<file path="src/rtl/serial_adder_subtractor.sv">
// Digit-serial two's-complement adder/subtractor.
// Handles DIGIT bits per clock, least significant digit first, so one
// operation takes N = WIDTH/DIGIT cycles. The inputs start, sub, a and b are
// read only on an IDLE cycle where start=1. Operands are held in internal
// registers, so the caller may change a, b and sub freely after that edge.
// Handshake: start is accepted only when busy=0, and an accepted start sets
// busy on the next cycle. done is a one-cycle pulse in the cycle after the
// edge that writes s/cout/ovf/zero/neg. busy is already low in that cycle, so
// a start held during the done cycle begins the next operation with no gap.
// The result registers change only at a completion edge or on reset.
module serial_adder_subtractor #(
  parameter int WIDTH = 32,
  parameter int DIGIT = 8
) (
  input  logic                             clk,
  input  logic                             rst,
  input  logic                             start,
  input  logic                             sub,
  input  logic [WIDTH-1:0]                 a,
  input  logic [WIDTH-1:0]                 b,
  output logic                             busy,
  output logic                             done,
  output logic [WIDTH-1:0]                 s,
  output logic                             cout,
  output logic                             ovf,
  output logic                             zero,
  output logic                             neg,
  // debug view: {state (1 = RUN), latched sub, digit counter}
  output logic [$clog2(WIDTH/DIGIT)+2:0]   dbg
);

  localparam int N  = WIDTH / DIGIT;
  localparam int CW = $clog2(N) + 1;
  localparam logic [CW-1:0] LAST = CW'(N - 1);

  // Reject parameter combinations that cannot split into whole digits.
  if (WIDTH < 2 || DIGIT < 1 || DIGIT > WIDTH || (WIDTH % DIGIT) != 0) begin : g_bad_params
    $error("serial_adder_subtractor: invalid WIDTH/DIGIT combination");
  end

  typedef enum logic {
    IDLE = 1'b0,
    RUN  = 1'b1
  } state_t;

  state_t           state;
  logic [WIDTH-1:0] a_reg;     // remaining digits of A, low digit next
  logic [WIDTH-1:0] b_reg;     // remaining digits of B' (B inverted for subtract)
  logic             carry;     // carry into the next digit
  logic             sub_reg;   // operation being run, kept for debug visibility
  logic [CW-1:0]    cnt;       // index of the digit being processed

  logic [DIGIT:0]   psum;      // digit sum; top bit is the carry to the next digit
  logic [WIDTH-1:0] sum_next;  // working sum after folding in this digit
  logic [WIDTH-1:0] a_shift;
  logic [WIDTH-1:0] b_shift;
  logic             last;

  // One digit of the ripple sum, with the carry held from the previous cycle.
  always_comb begin
    psum = {1'b0, a_reg[DIGIT-1:0]} + {1'b0, b_reg[DIGIT-1:0]} + {{DIGIT{1'b0}}, carry};
    last = (cnt == LAST);
  end

  if (DIGIT == WIDTH) begin : g_single
    // The whole word is one digit, so there is nothing to shift or accumulate.
    assign sum_next = psum[DIGIT-1:0];
    assign a_shift  = '0;
    assign b_shift  = '0;
  end else begin : g_multi
    // Only the upper WIDTH-DIGIT bits of the working sum survive between
    // cycles. Each new digit enters at the top, and the oldest digit moves
    // toward bit 0.
    logic [WIDTH-DIGIT-1:0] sum_hi;

    assign sum_next = {psum[DIGIT-1:0], sum_hi};
    assign a_shift  = {{DIGIT{1'b0}}, a_reg[WIDTH-1:DIGIT]};
    assign b_shift  = {{DIGIT{1'b0}}, b_reg[WIDTH-1:DIGIT]};

    // Working sum: cleared on accept, shifted once per digit while running.
    always_ff @(posedge clk) begin
      if (rst) begin
        sum_hi <= '0;
      end else if (state == IDLE && start) begin
        sum_hi <= '0;
      end else if (state == RUN) begin
        sum_hi <= sum_next[WIDTH-1:DIGIT];
      end
    end
  end

  // Control FSM, operand shifters and result registers.
  always_ff @(posedge clk) begin
    if (rst) begin
      state   <= IDLE;
      busy    <= 1'b0;
      done    <= 1'b0;
      s       <= '0;
      cout    <= 1'b0;
      ovf     <= 1'b0;
      zero    <= 1'b0;
      neg     <= 1'b0;
      a_reg   <= '0;
      b_reg   <= '0;
      carry   <= 1'b0;
      sub_reg <= 1'b0;
      cnt     <= '0;
    end else begin
      done <= 1'b0;
      case (state)
        IDLE: begin
          if (start) begin
            // Subtract is A + ~B + 1: invert B and set the initial carry.
            a_reg   <= a;
            b_reg   <= b ^ {WIDTH{sub}};
            carry   <= sub;
            sub_reg <= sub;
            cnt     <= '0;
            busy    <= 1'b1;
            state   <= RUN;
          end
        end
        RUN: begin
          a_reg <= a_shift;
          b_reg <= b_shift;
          carry <= psum[DIGIT];
          cnt   <= cnt + CW'(1);
          if (last) begin
            // On the last digit, bit DIGIT-1 of a_reg and b_reg holds the
            // operand MSBs, and psum[DIGIT-1] is the result MSB.
            state <= IDLE;
            busy  <= 1'b0;
            done  <= 1'b1;
            s     <= sum_next;
            cout  <= psum[DIGIT];
            ovf   <= (a_reg[DIGIT-1] == b_reg[DIGIT-1]) && (psum[DIGIT-1] != a_reg[DIGIT-1]);
            zero  <= (sum_next == '0);
            neg   <= psum[DIGIT-1];
          end
        end
        default: state <= IDLE;
      endcase
    end
  end

  assign dbg = {state, sub_reg, cnt};

endmodule

</file>
<file path="config.mk">
export PLATFORM = sky130hd
export DESIGN_NAME = serial_adder_subtractor
export DESIGN_NICKNAME = d
export VERILOG_FILES = /design/src/rtl/serial_adder_subtractor.sv
export SDC_FILE = /design/constraint.sdc
export NUM_CORES = 1
export LEC_CHECK = 0
export CAP_MARGIN = 15
export CORE_UTILIZATION = 55
export DETAILED_ROUTE_END_ITERATION = 10
export PLACE_DENSITY = 0.94
export SYNTH_ARGS = -nofsm -noshare
export SYNTH_HDL_FRONTEND = slang
export SYNTH_SLANG_ARGS = --single-unit
</file>
<file path="constraint.sdc">
create_clock -name clk -period 4.67 [get_ports clk]
set_input_delay 0.934 -clock clk [delete_from_list [all_inputs] [get_ports clk]]
set_output_delay 0.934 -clock clk [all_outputs]
set_load 0.01 [all_outputs]
</file>
# ---- After elaboration in Yosys (flattened, before gate mapping)
# Cells that the tools add are included.
dict set report word_totals {
  register_bits 132
  elab_cells 47
  out_inout_bits 43
  in_bits 68
}
dict set report op_classes {
  n_reduce_logical 8
  n_addsub 3
  muxes 15
  n_eq_ne 5
  n_bitwise 2
}
# operator count
set op_table {}
lappend op_table {{$pmux W32 S2} 2}
lappend op_table {{$mux W32} 2}
lappend op_table {{$logic_not A32 Y1} 1}
lappend op_table {{$xor A32 B32 Y32} 1}
lappend op_table {{$add A8 B8 Y9} 1}
lappend op_table {{$add A9 B1 Y9} 1}
lappend op_table {{$mux W1} 6}
lappend op_table {{$pmux W1 S2} 3}
lappend op_table {{$pmux W3 S2} 1}
lappend op_table {{$reduce_and A2 Y1} 3}
lappend op_table {{$reduce_or A2 Y1} 2}
lappend op_table {{$add A3 B1 Y3 const B} 1}
lappend op_table {{$eq A3 B2 Y1 const B} 1}
lappend op_table {{$mux W3} 1}
lappend op_table {{$logic_and A1 B1 Y1} 2}
lappend op_table {{$ne A2 B1 Y1 const B} 1}
lappend op_table {{$ne A2 B2 Y1 const B} 1}
lappend op_table {{$eq A1 B1 Y1} 1}
lappend op_table {{$ne A1 B1 Y1} 1}
lappend op_table {{$not A1 Y1} 1}

# ---- Depth between registers and ports, before layout
dict set report depth {
  ltp_word 4
  mapped_depth 8
  mapped_depth_nobuf 8
}

# ---- Worst setup path after synthesis
# OpenSTA, ideal clock, no wires.
dict set report synth_timing {
  path_type {reg2reg}
  startpoint {register a_reg[0]}
  endpoint {register zero}
  path_slack_ns 2.395
  period_less_slack_ns 2.275
  path_stages_with_launch 8
  path_buffers 0
  required_time_ns 4.552
  arrival_ns 2.156
  setup_ns 0.118
  cell_sequence {dfxtp_1 -> fa_1 -> fa_1 -> a211oi_1 -> o21ai_1 -> a211oi_1 -> nand4b_1 -> o21ai_1}
}
dict set report synth_between {
  elab_chain_cells 3
}
# item line
set synth_rtl {}
lappend synth_rtl {{start: declaration} 47} ;# logic [WIDTH-1:0] a_reg;
lappend synth_rtl {{start signal: assignment} 124} ;# a_reg <= a_shift;
lappend synth_rtl {{$add A8 B8 Y9} 61} ;# psum = {1'b0, a_reg[DIGIT-1:0]} + {1'b0, b_reg[DIGIT-1:0]} + {{DIGIT{1'b0}}, carry};
lappend synth_rtl {{$add A9 B1 Y9} 61}
lappend synth_rtl {{$logic_not A32 Y1} 137} ;# zero <= (sum_next == '0);
lappend synth_rtl {{end signal: assignment} 137}
lappend synth_rtl {{end: declaration} 26} ;# output logic zero,
# Every way passes these cells.
# A chain may end at the register's enable or synchronous reset.

# ---- Final worst setup path
dict set report layout_timing {
  startpoint {register state}
  endpoint {output port dbg[4]}
}
# item line
set layout_lines {}
lappend layout_lines {{start: declaration} 46} ;# state_t state;
lappend layout_lines {{start signal: assignment} 95} ;# state <= IDLE;
lappend layout_lines {{start signal: assignment} 120} ;# state <= RUN;
lappend layout_lines {{start signal: assignment} 131} ;# state <= IDLE;
lappend layout_lines {{end: declaration} 29} ;# output logic [$clog2(WIDTH/DIGIT)+2:0] dbg
# No word-level cell between the ends.

==> impl_metrics.json <==
{
  "status": "completed",
  "grt_pass1_vias": 4571,
  "cts_tree": "yes",
  "firstDrtPassIters": 5,
  "grt_setup_unrepaired": "false",
  "dpl_worst_slack_ns": 2.02,
  "start_kind": "register",
  "leakage_uw": 0.00285,
  "synth-seq-cells": 131,
  "hold_viol": 0,
  "crit_fanout": 62,
  "p_comb_share_pct": 11.9,
  "ys.flop_type": "dfxtp_1",
  "postLayoutSetupSlackWorst_ns": 1.61,
  "syn_to_final_growth_pct": 28.8,
  "vias_per_cell": 5.85,
  "syn_area_sq_mm": 0.00560,
  "p_switching_uw": 780,
  "setup_violations": 0,
  "postCtsSetupBuffers": 0,
  "arrival_ns": 2.12,
  "r2r-start": "a_reg[0]",
  "clock_path_buffers": 2,
  "dieWidth_um": 103,
  "synthTopCellsByArea": "dfxtp_1 (47%), mux2i_1 (9.7%), nor2_1 (9.6%), xnor2_1 (5.9%), a211oi_1 (5.2%)",
  "wire_per_inst_um": 17.4,
  "grt_pass1_wl_um": 22800,
  "skew_ns": 0.00791,
  "cp.buffers_inverters": 1,
  "intPower_uw": 2000,
  "holdBufCountCts": 0,
  "crit-reg2reg-capture": "zero",
  "max_freq_mhz": 327,
  "crit_type": "reg -> out",
  "grt_usage_pct": 29.0,
  "synth_cells": 606,
  "ys.warnings.count": 0,
  "tightest_slew_ns": 0.928,
  "antenna_cells": 0,
  "overflow": 0,
  "swShare_pct": 28.1,
  "crit_slowest_cell": "dfxtp_4",
  "root_buffer": "clkbuf_8",
  "nFillCells": 669,
  "h-tree-depth": 4,
  "path_depth": 1,
  "numCtsBuffers": 17,
  "cp_cell_sequence": "clkdlybuf4s50_1",
  "reg2reg_depth": 7,
  "min_period_over_period_pct": 65.5,
  "cts_resized": 0,
  "regArea_sq_mm": 0.00263,
  "crit_path_end": "dbg[4]",
  "maxSlewViolCount": 0,
  "drive_above_1_share_pct": 7.12,
  "critPathRequiredTime_ns": 3.74,
  "nets": 768,
  "cts_sinks": 131,
  "slowest_delay_ns": 0.88,
  "yosysSeqAreaShare_pct": 46.9,
  "routabilityCongestion": 0.812,
  "initial_core_util_pct": 57.0,
  "synth-edff-count": 0,
  "place_area_sq_mm": 0.00665,
  "antenna_found_initial": 0,
  "dieArea_sq_mm": 0.0106,
  "total_power_uw": 2780,
  "die_h_um": 103,
  "fin_crit_ns": 3.06,
  "clk_latency_ns": 0.54,
  "worstSetupEndpointType": "primary output",
  "antenna_left": 0,
  "yosysTopAreaCell": "dfxtp_1",
  "synth_cell_types": 41,
  "utilization_pct": 73.4,
  "synth_top_area_share_pct": 46.9,
  "maxCapViolCount": 0,
  "fp.coreArea_sq_mm": 0.00982,
  "ios": 111,
  "clk_pin_slew_worst_paths_ns": 0.06,
  "io_buffers": 110,
  "dp_hpwl_um": 9360,
  "drt_iter0_drc": 365,
  "postLayoutCellArea_sq_mm": 0.00721,
  "seq_power_share_pct": 43.5,
  "relSlewSlack_pct": 38.1,
  "syn_area_per_cell_sq_um": 9.24,
  "async_reset_ff_share_pct": 0,
  "clock_power_share_pct": 44.5,
  "crit_family": "flip-flops",
  "multi_input_area_sq_mm": 0.00273,
  "rows": 36,
  "vias": 4886,
  "drc": 0,
  "irDropWorstVdd_uv": 264,
  "grt_max_degree": 76,
  "setup_tns_ns": 0,
  "hold_path_class": "reg -> reg",
  "r2r_slack_ns": 1.88,
  "synthesis.nets": 685,
  "cp-startpoint": "state",
  "routed_wl_um": 14500,
  "p_per_area_mw_per_mm2": 386
}
[through the flow]
stage | hold slack [ns] | cells
2_1_floorplan | 0.458 | 606
3_3_place_gp | 0.442 | 803
3_5_place_dp | 0.452 | 803
4_1_cts | 0.471 | 835
5_1_grt | 0.497 | 835
6_report | 0.471 | 835
[layout make-up]
cell class                      instances  area share, %
Multi-Input combinational cell        421           37.8
Inverter                                4          0.208
Tap cell                              133           2.31
Sequential cell                       131           36.4
Timing Repair Buffer                  114           15.5
Clock inverter                         15           1.96
Clock buffer                           17           5.75
[kinds of logic after synthesis]
family                     synth area share [%]
xor gates and xnor gates                   6.10
and+or+nand+nor                            13.3
buffers and inverters                      4.45
adders and majority gates                  2.73
AOI/OAI and AO/OA                          16.9
DFF                                        46.9
muxes                                      9.66
[worst register-to-register path, cell delays in order (launching register included)]
cell and delay [ns]:
dfxtp_1 0.33, fa_1 0.49, fa_1 0.44, a211oi_1 0.40, o21ai_1 0.21, a211oi_1 0.54, nand4b_1 0.20, o21ai_1 0.07
[layout by cell type, fill, tap and decap left out, drive strengths merged, types with 7 or more instances in the layout]
master and instances:
buf 7, clkdlybuf4s50 107, nor2 143, dfxtp 131, a211oi 39, mux2i 54, ha 9, xnor2 38
inv 12, o21ai 9, clkbuf 17, a21oi 52, a22o 27, nand2 10
[synthesized netlist by cell type, types with 2 or more instances]
cell type / instances
ha_1: 9
nor2b_1: 3
a21o_1: 2
buf_4: 5
fa_1: 2
a211oi_1: 39
nand2_1: 10
or2_2: 3
o21ai_1: 2
nor3_1: 2
buf_1: 2
inv_1: 3
a21oi_1: 51
nor4_1: 6
o21a_1: 4
buf_2: 16
nand3_1: 4
dfxtp_1: 131
o21ai_0: 7
clkbuf_1: 26
xnor2_1: 38
mux2i_1: 54
a22o_1: 27
nor2_1: 143
[metal layers]
layer  up-vias  global-route usage [%]  wire (um)
met5         -                       0          0
li1       2262                       -          -
met3        47                    10.2       1170
met4         0                    11.9        380
met2       251                    49.0       7210
met1      2326                    33.4       5770
[worst min path at each step]
stage	cells past startpoint	end	start	slack (ns)
after CTS	2	s[26]	s[26]	0.47
final	2	s[26]	s[26]	0.47
after global routing	1	s[22]	s[22]	0.50
after floorplan	2	a_reg[0]	a_reg[8]	0.46
after detailed placement	2	s[28]	s[28]	0.45
after global placement	2	s[29]	s[29]	0.44
[power by group through the flow]
stage	clock (uW)	sequential, uW	combinational, uW
5_1_grt	1300	1220	361
2_1_floorplan	0	1210	228
3_5_place_dp	0	1230	317
4_1_cts	1240	1210	327
3_3_place_gp	0	1230	302
6_report	1240	1210	332
(Power assumes the default switching activity.)
